[config.mk]
export PLATFORM = sky130hd
export DESIGN_NAME = chaos_tx_ctl
export DESIGN_NICKNAME = d
export VERILOG_FILES = /design/src/rtl/chaos_tx_ctl.sv
export SDC_FILE = /design/constraint.sdc
export NUM_CORES = 1
export LEC_CHECK = 0
export ABC_CLOCK_PERIOD_IN_PS = 7600
export CORE_ASPECT_RATIO = 1.25
export CORE_MARGIN = 10
export CORE_UTILIZATION = 54
export DETAILED_ROUTE_END_ITERATION = 16
export PLACE_DENSITY = 0.8
export SETUP_SLACK_MARGIN = 0.2
export SLEW_MARGIN = 20
export SYNTH_ARGS = -nofsm -noshare
export SYNTH_HDL_FRONTEND = slang
export SYNTH_SLANG_ARGS = --single-unit
[constraint.sdc]
create_clock -name clk -period 7.6 [get_ports clk]
set_clock_uncertainty 0.1 [all_clocks]
set_input_delay 0.76 -clock clk [delete_from_list [all_inputs] [get_ports clk]]
set_output_delay 0.76 -clock clk [all_outputs]
set_load 0.1 [all_outputs]
[src/rtl/chaos_tx_ctl.sv]
// Chaosnet transmit sequencer: loads host words into the 256x16 transmit buffer,
// then streams the frame MSB-first with a trailing CRC-16-CCITT.
module chaos_tx_ctl #(
  parameter int BIT_DIV = 4
) (
  input  logic        clk,
  input  logic        reset,
  input  logic [15:0] host_data,
  input  logic        host_wr,
  input  logic        host_clr,
  input  logic        host_go,
  output logic [15:0] datain,
  output logic [7:0]  tbct,
  output logic        twp,
  output logic        trp,
  input  logic [15:0] tdata,
  output logic        tx_en,
  output logic        tx_bit,
  output logic        busy,
  output logic        done,
  output logic        overflow,
  output logic [8:0]  wcount
);

  typedef enum logic [2:0] {IDLE, FETCH, WAIT, SHIFT, CRC} state_t;

  state_t      r_state;
  logic [15:0] r_datain;
  logic [7:0]  r_tbct;
  logic        r_twp;
  logic        r_trp;
  logic        r_tx_en;
  logic        r_tx_bit;
  logic        r_busy;
  logic        r_done;
  logic        r_ovf;
  logic [8:0]  r_wcount;
  logic [7:0]  r_rptr;
  logic [15:0] r_crc;
  logic [15:0] r_shreg;
  logic [3:0]  r_bitcnt;
  logic [7:0]  r_divcnt;

  logic [15:0] w_crc_nxt;
  logic        w_more;
  logic        w_bit_end;

  function automatic logic [15:0] crc_step(input logic [15:0] c, input logic b);
    crc_step = {c[14:0], 1'b0} ^ (((c[15] ^ b) == 1'b1) ? 16'h1021 : 16'h0000);
  endfunction

  assign w_crc_nxt = crc_step(r_crc, r_shreg[15]);
  assign w_more    = ({1'b0, r_rptr} + 9'd1) < r_wcount;
  assign w_bit_end = (r_divcnt == 8'(BIT_DIV - 1));

  always_ff @(posedge clk or negedge reset) begin
    if (!reset) begin
      r_state  <= IDLE;
      r_datain <= '0;
      r_tbct   <= '0;
      r_twp    <= 1'b0;
      r_trp    <= 1'b0;
      r_tx_en  <= 1'b0;
      r_tx_bit <= 1'b0;
      r_busy   <= 1'b0;
      r_done   <= 1'b0;
      r_ovf    <= 1'b0;
      r_wcount <= '0;
      r_rptr   <= '0;
      r_crc    <= '0;
      r_shreg  <= '0;
      r_bitcnt <= '0;
      r_divcnt <= '0;
    end else begin
      r_twp <= 1'b0;
      r_trp <= 1'b0;
      case (r_state)
        IDLE: begin
          if (host_clr) begin
            r_wcount <= '0;
            r_done   <= 1'b0;
            r_ovf    <= 1'b0;
          end else if (host_wr) begin
            if (r_wcount[8]) begin
              r_ovf <= 1'b1;
            end else begin
              r_twp    <= 1'b1;
              r_tbct   <= r_wcount[7:0];
              r_datain <= host_data;
              r_wcount <= r_wcount + 9'd1;
            end
          end else if (host_go && (r_wcount != 9'd0)) begin
            r_done  <= 1'b0;
            r_rptr  <= '0;
            r_crc   <= 16'hFFFF;
            r_trp   <= 1'b1;
            r_tbct  <= '0;
            r_busy  <= 1'b1;
            r_state <= FETCH;
          end
        end
        FETCH: r_state <= WAIT;
        WAIT: begin
          r_shreg  <= tdata;
          r_tx_en  <= 1'b1;
          r_tx_bit <= tdata[15];
          r_bitcnt <= '0;
          r_divcnt <= '0;
          r_state  <= SHIFT;
        end
        SHIFT, CRC: begin
          if (!w_bit_end) begin
            r_divcnt <= r_divcnt + 8'd1;
          end else begin
            r_divcnt <= '0;
            if (r_state == SHIFT) r_crc <= w_crc_nxt;
            if (r_bitcnt != 4'd15) begin
              r_shreg  <= {r_shreg[14:0], 1'b0};
              r_tx_bit <= r_shreg[14];
              r_bitcnt <= r_bitcnt + 4'd1;
              // Prefetch the next word during bit 15 so words abut without gaps
              if (r_state == SHIFT && r_bitcnt == 4'd14 && w_more) begin
                r_trp  <= 1'b1;
                r_tbct <= r_rptr + 8'd1;
              end
            end else if (r_state == SHIFT && w_more) begin
              r_shreg  <= tdata;
              r_tx_bit <= tdata[15];
              r_rptr   <= r_rptr + 8'd1;
              r_bitcnt <= '0;
            end else if (r_state == SHIFT) begin
              r_shreg  <= w_crc_nxt;
              r_tx_bit <= w_crc_nxt[15];
              r_bitcnt <= '0;
              r_state  <= CRC;
            end else begin
              r_tx_en  <= 1'b0;
              r_tx_bit <= 1'b0;
              r_busy   <= 1'b0;
              r_done   <= 1'b1;
              r_state  <= IDLE;
            end
          end
        end
        default: r_state <= IDLE;
      endcase
    end
  end

  assign datain   = r_datain;
  assign tbct     = r_tbct;
  assign twp      = r_twp;
  assign trp      = r_trp;
  assign tx_en    = r_tx_en;
  assign tx_bit   = r_tx_bit;
  assign busy     = r_busy;
  assign done     = r_done;
  assign overflow = r_ovf;
  assign wcount   = r_wcount;

endmodule

==> out/results.tsv <==
metric	value	unit
largest family of logic cells by synthesized area	compound AO/OA/AOI/OAI gates	
hpwl dp	8520	um
NumNets Final	612	
Iter 0 DRT Violations	259	
CTS tree	done	
startpoint types	flop	
Post-synth EDFFs	0	
synthesized instance count	495	
Core Region	0.00908	sq mm
post-synthesis sequential area ratio	0.478	
Final setup viols	0	
vias in the first global route	4258	
layout cell share with drive strength beyond 1	0.115	
fin area	0.00611	sq mm
Num CTS Buffers	9	
syn avg cell area	10.0	sq um
Max Fclk	280	MHz
status	complete, no violations	
crit path max fanout	33	
Worst EP arrival	3.70	ns
Worst-Skew Late Latency	0.34	ns
Cell Area, Synth	0.00497	sq mm
synth-to-layout area growth	22.8	%
number of antenna diodes	0	
final hold vios	0	
clk slew on worst S/H paths	0.06	ns
H-tree Lvls	3	
YS warnings	0	
Worst Tran Pin Value	1.03	ns
Bufs on Longest Clock Path	2	
Die Width	106	um
port bufs	76	
chip height	127	um
Tmin final	3.57	ns
most common cell after layout, fill and taps aside	dfrtp_1	
Rows	39	
CP cell instances	ha_1 > nand3_1 > nor2_1 > xor2_1 > ha_1 > a211o_1 > a211oi_4 > o311ai_4 > buf_4 > a221oi_4 > mux2_2	
Simple-Gate Fraction of Synth Area	0.166	
HP Class	input port to async pin	
first-pass GRT wire length	20800	um
RSZ-0062 raised after global routing	no	
gp weighted congestion	0.860	
Die Area	0.0135	sq mm
post-synthesis adder-cell area fraction	0.0352	
Synth Area in Compound Gates	0.176	
syn_nets	546	
total power	2.77	mW
Pwr Density	453	mW/mm^2
setup bufs post-CTS	0	
# fillers	729	
antenna violations before repair	0	
Post-route DRC	0	
wire per inst	17.7	um
mux cell area share after synthesis	0.0797	
XOR/XNOR Fraction of Synth Area	0.0264	
number of synthesized register bits	95	
cell leakage power	2.52	nW
global route overflow	0	
Max Slew Vio Count	0	
Synth async-reset ratio	1.00	
CP max stage delay	0.59	ns
Final period util	0.470	
Netlist cell types	52	
IO Pins	77	
Worst Setup End Kind	flop	
antenna viol nets, final	0	
most frequent cells in the layout	95 x dfrtp_1, 75 x clkdlybuf4s50_1, 53 x nand2_1, 42 x a21oi_1, 37 x nand3_1	
DR vias	4093	
Placement Cell Area	0.00581	sq mm
post-DR vias/cell	5.94	
post-CTS resize count	0	
root buf cell	clkbuf_16	
setup_tns	0	ns
Primary FF master, synth	dfrtp_1	
Top cell by count, worst path	ha_1	
router iterations before antenna repair	5	
Routed WL	12200	um
Initial Utilization	0.548	
Slowest-stage cell, CP	a221oi_4	
clk sinks	95	
# hold bufs at CTS	0	
maxcap violations	0	
CP required	7.73	ns
Rel. slew slack	0.314	
pin count of the biggest net entering global routing	72	
worst vdd ir	0.000308	V
Overall Global Routing Usage	0.185	
Setup CP Type	flop to flop	
-- power by group --
part / switching, mW / internal (mW) / leakage [nW]
Combinational: 1.07 / 0.454 / 1.25
Sequential: 0.130 / 0.660 / 1.13
Clock: 0.194 / 0.257 / 0.135
Total: 1.40 / 1.37 / 2.52
-- final cells by class --
type	instances	area (sq um)	area share
clock buffer	10	229	0.0375
clock inverter	6	70.1	0.0115
inverter	19	71.3	0.0117
multi-input combinational	355	2410	0.395
sequential	95	2380	0.389
tap	123	154	0.0252
timing repair buffer	81	796	0.130
-- kinds of logic (layout without fill, tap and decap cells) --
| family | count (synthesis) | in the layout |
|---|---|---|
| mux | 36 | 36 |
| xor+xnor | 15 | 15 |
| fa+ha+maj | 14 | 14 |
| simple gates | 164 | 164 |
| compound gates | 126 | 126 |
| buf+inv | 45 | 116 |
| flops | 95 | 95 |
-- per-stage QoR --
step / instances / utilization / setup slack, ns / hold slack [ns]
floorplan: 495 / - / 4.38 / 0.364
global placement: 673 / 0.640 / 4.14 / 0.379
detailed placement: 673 / 0.640 / 4.04 / 0.386
global route: 689 / 0.673 / 3.80 / 0.221
CTS: 689 / 0.673 / 4.03 / 0.214
finish: 689 / 0.673 / 4.03 / 0.208
-- per-layer routing --
metal	global-route usage	part of all wire	vias up
met3	0.0553	0.067	13
met4	0.0630	0.012	0
met2	0.317	0.51	140
li1	-	-	1920
met1	0.216	0.41	2020
met5	0	0	-
-- path summary, 6_finish.rpt --
path / from / end / slack (ns) / cells after the start
setup / recovery: r_rptr[0] / tbct[7] / 4.03 / 11
hold / removal: reset / r_divcnt[5] / 0.21 / 1
setup reg to reg: r_rptr[0] / tbct[7] / 4.03 / 11
hold reg to reg: done / done / 0.40 / 2
max in group asynchronous: reset / r_rptr[4] / 6.00 / 2
min in group clk: done / done / 0.40 / 2
-- critical path: cells and delay by family (launching register included) --
family | cells | cell delay [ns]
simple gates | 2 | 0.31
flops | 1 | 0.42
buf+inv | 1 | 0.26
compound gates | 4 | 1.27
xor+xnor | 1 | 0.20
mux | 1 | 0.40
fa+ha+maj | 2 | 0.49
-- flip-flops by register name, indices dropped and copies added, names as in the netlist, 4 cells and up --
register	cells
wcount	9
r_rptr	8
r_shreg	16
r_divcnt	8
tbct	8
datain	16
r_bitcnt	4
r_crc	16
-- cells in the mapped netlist, drive strengths merged, types with 2 or more instances --
cell type	count	share of area
and2	7	0.0088
or4	3	0.0045
buf	13	0.014
o21ai	24	0.024
inv	19	0.014
a32oi	3	0.0053
o22a	28	0.049
xor2	6	0.011
a21oi	43	0.043
ha	14	0.035
o32a	2	0.0040
a22o	4	0.0070
nor2	29	0.022
o21a	2	0.0030
o41ai	2	0.0035
nor2b	2	0.0025
o31ai	2	0.0030
mux2	29	0.066
nand2	53	0.040
dfrtp	95	0.48
clkbuf	13	0.0098
or3	2	0.0025
a21o	3	0.0045
xnor2	9	0.016
nor4	3	0.0038
mux2i	7	0.014
nand3	37	0.037
a31oi	6	0.0075
nand4	3	0.0050
and3	8	0.010
nor3	7	0.010
nand2b	2	0.0025
Power figures use the tool's default switching activity.
